===== config.mk =====
export PLATFORM = sky130hd
export DESIGN_NAME = fpga_cfg_loader
export DESIGN_NICKNAME = d
export VERILOG_FILES = /design/src/rtl/fpga_cfg_loader.sv
export SDC_FILE = /design/constraint.sdc
export NUM_CORES = 1
export LEC_CHECK = 0
export ABC_CLOCK_PERIOD_IN_PS = 3300
export CORE_MARGIN = 4
export CORE_UTILIZATION = 42
export DETAILED_ROUTE_END_ITERATION = 6
export PLACE_DENSITY_LB_ADDON = 0.2
export SLEW_MARGIN = 20
export SYNTH_ARGS = -nofsm -noshare
export SYNTH_HDL_FRONTEND = slang
export SYNTH_SLANG_ARGS = --single-unit
export TNS_END_PERCENT = 10

===== constraint.sdc =====
create_clock -name clk -period 3.3 [get_ports clk]
set_input_delay 0.66 -clock clk [delete_from_list [all_inputs] [get_ports clk]]
set_output_delay 0.66 -clock clk [all_outputs]
set_load 0.05 [all_outputs]

===== src/rtl/fpga_cfg_loader.sv =====
// fpga_cfg_loader: byte-stream to configuration-chain loader.
// Accepts bitstream bytes over a valid/ready handshake, serialises them LSB
// first onto NUM_CHAINS parallel ccff_head lines, and generates prog_clk from
// clk (CLK_DIV clk cycles per phase). The fabric is held in reset until the
// load completes.
//
// Optional feature, enabled by defining FPGA_CFG_LOADER_CRC_EN: a CRC-8
// (poly 0x07, init 0x00, MSB first) is accumulated over the accepted bytes and
// checked against one trailing byte. A mismatch sets err and leaves the fabric
// in reset.
//
// Handshake: a byte transfers on every rising clk edge where
// in_valid && in_ready are both 1. in_ready is registered and falls the cycle
// after a transfer. The sender may hold in_valid low for any number of cycles.
//
// Legal parameters: NUM_CHAINS in {1,2,4,8}; CHAIN_LEN*NUM_CHAINS a multiple
// of 8; CLK_DIV >= 1.
module fpga_cfg_loader #(
    parameter int NUM_CHAINS = 1,
    parameter int CHAIN_LEN  = 512,
    parameter int CLK_DIV    = 2
) (
    input  logic                  clk,
    input  logic                  rst_n,
    input  logic                  start,
    input  logic [7:0]            in_data,
    input  logic                  in_valid,
    output logic                  in_ready,
    output logic                  prog_clk,
    output logic [NUM_CHAINS-1:0] ccff_head,
    output logic                  fabric_rst_n,
    output logic                  busy,
    output logic                  done,
    output logic                  err
);

    localparam int PULSES_PER_BYTE = 8 / NUM_CHAINS;
    localparam int CNT_W           = $clog2(CHAIN_LEN + 1);
    localparam int DIV_W           = (CLK_DIV > 1) ? $clog2(CLK_DIV) : 1;
    localparam int BIT_W           = 3;

    typedef enum logic [2:0] {
        S_IDLE,
        S_FETCH,
        S_SHIFT_LO,
        S_SHIFT_HI,
        S_FINISH
`ifdef FPGA_CFG_LOADER_CRC_EN
        , S_CRC_FETCH
`endif
    } state_e;

    state_e                state_q, state_d;
    logic                  in_ready_q, in_ready_d;
    logic                  prog_clk_q, prog_clk_d;
    logic [NUM_CHAINS-1:0] ccff_head_q, ccff_head_d;
    logic                  fabric_rst_n_q, fabric_rst_n_d;
    logic                  busy_q, busy_d;
    logic                  done_q, done_d;
    logic                  err_q, err_d;
    logic [7:0]            shreg_q, shreg_d;
    logic [CNT_W-1:0]      pulse_cnt_q, pulse_cnt_d;
    logic [DIV_W-1:0]      div_cnt_q, div_cnt_d;
    logic [BIT_W-1:0]      bit_cnt_q, bit_cnt_d;
    logic [7:0]            shreg_shift;
    logic                  accept;
    logic                  phase_end;

`ifdef FPGA_CFG_LOADER_CRC_EN
    logic [7:0]            crc_q, crc_d;

    // CRC-8, polynomial x^8+x^2+x+1, processed MSB first.
    function automatic logic [7:0] crc8_update(input logic [7:0] crc, input logic [7:0] data);
        logic [7:0] c;
        c = crc ^ data;
        for (int i = 0; i < 8; i++) begin
            c = c[7] ? ((c << 1) ^ 8'h07) : (c << 1);
        end
        return c;
    endfunction
`endif

    // Next-state and next-output computation for the load sequencer.
    always_comb begin
        state_d        = state_q;
        in_ready_d     = in_ready_q;
        prog_clk_d     = prog_clk_q;
        ccff_head_d    = ccff_head_q;
        fabric_rst_n_d = fabric_rst_n_q;
        busy_d         = busy_q;
        done_d         = done_q;
        err_d          = err_q;
        shreg_d        = shreg_q;
        pulse_cnt_d    = pulse_cnt_q;
        div_cnt_d      = div_cnt_q;
        bit_cnt_d      = bit_cnt_q;
        shreg_shift    = shreg_q >> NUM_CHAINS;
        accept         = in_valid && in_ready_q;
        phase_end      = (div_cnt_q == DIV_W'(CLK_DIV - 1));
`ifdef FPGA_CFG_LOADER_CRC_EN
        crc_d          = crc_q;
`endif

        unique case (state_q)
            S_IDLE: begin
                // start is only honoured here, so a pulse while busy is ignored.
                if (start) begin
                    state_d        = S_FETCH;
                    in_ready_d     = 1'b1;
                    busy_d         = 1'b1;
                    done_d         = 1'b0;
                    err_d          = 1'b0;
                    fabric_rst_n_d = 1'b0;
                    ccff_head_d    = '0;
                    pulse_cnt_d    = '0;
                    div_cnt_d      = '0;
                    bit_cnt_d      = '0;
`ifdef FPGA_CFG_LOADER_CRC_EN
                    crc_d          = 8'h00;
`endif
                end
            end

            S_FETCH: begin
                // First bits of the new byte are presented while prog_clk is low.
                if (accept) begin
                    state_d     = S_SHIFT_LO;
                    in_ready_d  = 1'b0;
                    shreg_d     = in_data;
                    ccff_head_d = in_data[NUM_CHAINS-1:0];
                    div_cnt_d   = '0;
`ifdef FPGA_CFG_LOADER_CRC_EN
                    crc_d       = crc8_update(crc_q, in_data);
`endif
                end
            end

            S_SHIFT_LO: begin
                if (phase_end) begin
                    state_d    = S_SHIFT_HI;
                    prog_clk_d = 1'b1;
                    div_cnt_d  = '0;
                end else begin
                    div_cnt_d = div_cnt_q + 1'b1;
                end
            end

            S_SHIFT_HI: begin
                // Data only moves on the falling transition, keeping it stable
                // for a full phase on either side of the rising edge.
                if (phase_end) begin
                    prog_clk_d  = 1'b0;
                    div_cnt_d   = '0;
                    shreg_d     = shreg_shift;
                    pulse_cnt_d = pulse_cnt_q + 1'b1;
                    if (pulse_cnt_q == CNT_W'(CHAIN_LEN - 1)) begin
                        bit_cnt_d = '0;
`ifdef FPGA_CFG_LOADER_CRC_EN
                        state_d    = S_CRC_FETCH;
                        in_ready_d = 1'b1;
`else
                        state_d    = S_FINISH;
`endif
                    end else if (bit_cnt_q == BIT_W'(PULSES_PER_BYTE - 1)) begin
                        bit_cnt_d  = '0;
                        state_d    = S_FETCH;
                        in_ready_d = 1'b1;
                    end else begin
                        bit_cnt_d   = bit_cnt_q + 1'b1;
                        ccff_head_d = shreg_shift[NUM_CHAINS-1:0];
                        state_d     = S_SHIFT_LO;
                    end
                end else begin
                    div_cnt_d = div_cnt_q + 1'b1;
                end
            end

            S_FINISH: begin
                busy_d         = 1'b0;
                done_d         = 1'b1;
                fabric_rst_n_d = 1'b1;
                ccff_head_d    = '0;
                state_d        = S_IDLE;
            end

`ifdef FPGA_CFG_LOADER_CRC_EN
            S_CRC_FETCH: begin
                // Trailing byte carries the expected CRC of the whole bitstream.
                if (accept) begin
                    in_ready_d = 1'b0;
                    if (in_data == crc_q) begin
                        state_d = S_FINISH;
                    end else begin
                        err_d       = 1'b1;
                        done_d      = 1'b0;
                        busy_d      = 1'b0;
                        ccff_head_d = '0;
                        state_d     = S_IDLE;
                    end
                end
            end
`endif

            default: begin
                state_d = S_IDLE;
            end
        endcase
    end

    // State and output registers; reset aborts any load in progress.
    always_ff @(posedge clk or negedge rst_n) begin
        if (!rst_n) begin
            state_q        <= S_IDLE;
            in_ready_q     <= 1'b0;
            prog_clk_q     <= 1'b0;
            ccff_head_q    <= '0;
            fabric_rst_n_q <= 1'b0;
            busy_q         <= 1'b0;
            done_q         <= 1'b0;
            err_q          <= 1'b0;
            shreg_q        <= 8'h00;
            pulse_cnt_q    <= '0;
            div_cnt_q      <= '0;
            bit_cnt_q      <= '0;
`ifdef FPGA_CFG_LOADER_CRC_EN
            crc_q          <= 8'h00;
`endif
        end else begin
            state_q        <= state_d;
            in_ready_q     <= in_ready_d;
            prog_clk_q     <= prog_clk_d;
            ccff_head_q    <= ccff_head_d;
            fabric_rst_n_q <= fabric_rst_n_d;
            busy_q         <= busy_d;
            done_q         <= done_d;
            err_q          <= err_d;
            shreg_q        <= shreg_d;
            pulse_cnt_q    <= pulse_cnt_d;
            div_cnt_q      <= div_cnt_d;
            bit_cnt_q      <= bit_cnt_d;
`ifdef FPGA_CFG_LOADER_CRC_EN
            crc_q          <= crc_d;
`endif
        end
    end

    assign in_ready     = in_ready_q;
    assign prog_clk     = prog_clk_q;
    assign ccff_head    = ccff_head_q;
    assign fabric_rst_n = fabric_rst_n_q;
    assign busy         = busy_q;
    assign done         = done_q;
    assign err          = err_q;

endmodule


==> impl_results.md <==
* CTS Buf Count at 5
* CTS tree: done
* Status: finished, final reports clean
* Worst-path maximum fanout at 6
* Max_slew headroom at 49.4%
* Ys async rst share at 100%
* Io pins at 19
* Arrival @ worst endpoint at 2630 ps
* Clock slew at reported path FFs at 60 ps
* Psw at 0.585 mW
* TNS Setup at 0 ps
* Sequential share of power at 41.5%
* Cell variety after synth at 47
* Slowest CP cell: clkdlybuf4s50_1
* First-pass GRT wire length at 5280 µm
* Starting Density at 44.9%
* Clock Skew at 5.98 ps
* Worst-Skew Late Latency at 280 ps
* Crit path required time at 3510 ps
* Post-route ant nets at 0
* PostCTS Resize Cnt at 0
* CTS Sinks at 29
* N_diodes at 0
* Die Width at 68.9 µm
* VDD IR max at 319 µV
* Post-synth EDFFs at 0
* Vias in the first global route at 1157
* Yosys warns at 0
* Power per cell area at 809 mW/mm²
* CTS Root Cell: clkbuf_8
* Die span in y at 68.9 µm
* Switching share of power at 40.1%
* Layout cells sized above 1 at 8.67%
* Post-DP HPWL at 2180 µm
* Critical path class: in -> reg
* Total length of routed met3 wires at 145 µm
* Internal Power at 0.873 mW
* Row count at 21
* Max Slew Vio Count at 0
* Port Buffer Count at 17
* H-tree depth at 2
* Hold Vio Cnt, Final at 0
* DRT met1 WL at 1500 µm
* Core Area at 0.00347 mm²
* Critical path buffers and inverters at 1
* GRT Residual Overflow at 0
* Via/cell ratio at 5.39
* Antenna violations before repair at 0
* Syn_nets at 170
* Pin count of the biggest net entering global routing at 30
* RSZ-0062 raised after global routing: no
* Number of synthesized register bits at 29
* Final Cycle Share at 73.5%
* Worst Tran Pin Value at 756 ps
* Top FF cell, synth: dfrtp_1
* Hold_ws at 476 ps
* Residual DRC count at 0
* Vias post-DR at 1180
* Die ar. at 0.00475 mm²
* Critical Path, Cell by Cell: clkdlybuf4s50_1 -> or3b_4 -> a2111oi_4 -> or3b_1 -> a21oi_1
* Top Layer Used: met4
* Crit. End Element: flop
* Worst Setup Start Kind: input pin
* Filler cells at 339
* Max Fclk at 412 MHz
* Netlist Area Pre-Place at 0.00156 mm²
* Tot GR Track Use at 15.3%
* Clock group share of total power at 18.8%
* Mean post-synth cell area at 10.0 µm²
* Final setup viols at 0
* GPL Wtd Cong at 0.783
* Routed WL per cell at 14.0 µm
* Cell family with most CP delay: simple AND/OR/NAND/NOR gates
* Synth Instances at 155
* Clk buf depth at 2
* DR pass1 iterations at 5
* Leak at 0.775 nW
* Max_cap viols at 0
* DR WL met2 at 1370 µm
* Iter 0 DRT Violations at 87
* Post-route minimum period at 2430 ps
* Nets at 187
* Logic pwr share at 39.6%
* Total wire length at 3070 µm
* Max stage delay on crit path at 580 ps
* Sequential share of the synthesized area at 46.6%
* Hold WC Path Type: reg -> reg
* Cts hold-fix bufs at 0
* Post CTS Setup Buffer Count at 0
* Area growth from synthesis to layout at 15.7%
[through the flow]
step | setup slack [ps] | instance area, µm² | std cells | utilization, % | power [mW]
global route | 774 | 1800 | 219 | 52.0 | 1.59
floorplan | 1310 | 1560 | 155 | - | 1.08
finish | 875 | 1800 | 219 | 52.0 | 1.46
CTS | 896 | 1800 | 219 | 52.0 | 1.48
global placement | 668 | 1720 | 211 | 49.7 | 1.17
detailed placement | 611 | 1720 | 211 | 49.7 | 1.20
[final timing paths]
kind	start	to	slack [ps]	depth (start not counted)
setup / recovery	start	pulse_cnt_q[9]	870	5
hold / removal	prog_clk	prog_clk	480	2
setup reg to reg	state_q[1]	pulse_cnt_q[9]	1210	4
hold reg to reg	prog_clk	prog_clk	480	2
max in group asynchronous	rst_n	state_q[1]	2260	2
min in group asynchronous	rst_n	pulse_cnt_q[7]	770	2
[area by class of cell]
| type | instances | area, µm² | area share, % |
|---|---|---|---|
| Tap cell | 46 | 57.6 | 3.19 |
| Clock buffer | 8 | 80.1 | 4.44 |
| Sequential cell | 29 | 726 | 40.2 |
| Timing Repair Buffer | 19 | 185 | 10.3 |
| Multi-Input combinational cell | 114 | 743 | 41.2 |
| Inverter | 3 | 11.3 | 0.625 |
[power groups by stage]
stage	combinational, mW	clock, mW	sequential [mW]
2_1_floorplan	0.481	0	0.600
3_5_place_dp	0.586	0	0.610
6_report	0.578	0.274	0.606
5_1_grt	0.657	0.305	0.625
4_1_cts	0.588	0.286	0.604
3_3_place_gp	0.567	0	0.601
[cell families after synthesis]
kind of cell | count (synthesis) | synth area share [%]
flip-flops | 29 | 46.6
multiplexers | 8 | 5.22
other | 1 | 0.241
XOR/XNOR | 4 | 2.25
AO/OA/AOI/OAI | 45 | 19.8
AND/OR/NAND/NOR | 53 | 17.8
adder cells (fa/ha/maj) | 3 | 2.41
buffers and inverters | 12 | 5.70
[worst min-delay path, stage by stage, from the launching register on]
cell and delay (ps):
dfrtp_1 340, nand2_1 40, o21ai_0 60
[per-layer routing]
layer	vias up	track usage, %
li1	600	-
met1	552	19.5
met2	22	22.9
met3	6	5.35
met4	0	7.30
met5	-	0
[synth_stat cells, drive strengths merged, types with 2 or more instances]
cell type,n,area [µm²]
dfrtp,29,726
nor2,17,63.8
a21oi,15,75.1
nand2,13,48.8
o21ai,10,50.1
mux2i,7,70.1
buf,6,56.3
a22o,4,36.3
nand3,4,20.0
clkbuf,3,21.3
ha,3,37.5
inv,3,11.3
nand4,3,18.8
a31oi,2,12.5
and3,2,12.5
nand2b,2,12.5
o22ai,2,12.5
or3,2,12.5
or3b,2,20.0
xnor2,2,17.5
xor2,2,17.5
[registers in the layout, summed over array words and instances, names as in the netlist]
signal	flops
pulse_cnt_q	10
shreg_q	7
bit_cnt_q	3
state_q	3
busy	1
ccff_head	1
div_cnt_q	1
done	1
in_ready	1
prog_clk	1
[cell usage in the layout (no fill, tap or decap), drive strengths merged, types with 4 or more instances in the layout]
cell,instances
clkbuf,8
o21ai,10
a22o,4
a21oi,15
dfrtp,29
nor2,17
clkdlybuf4s50,17
mux2i,7
nand3,4
nand2,13
Power figures use the tool's default switching activity.
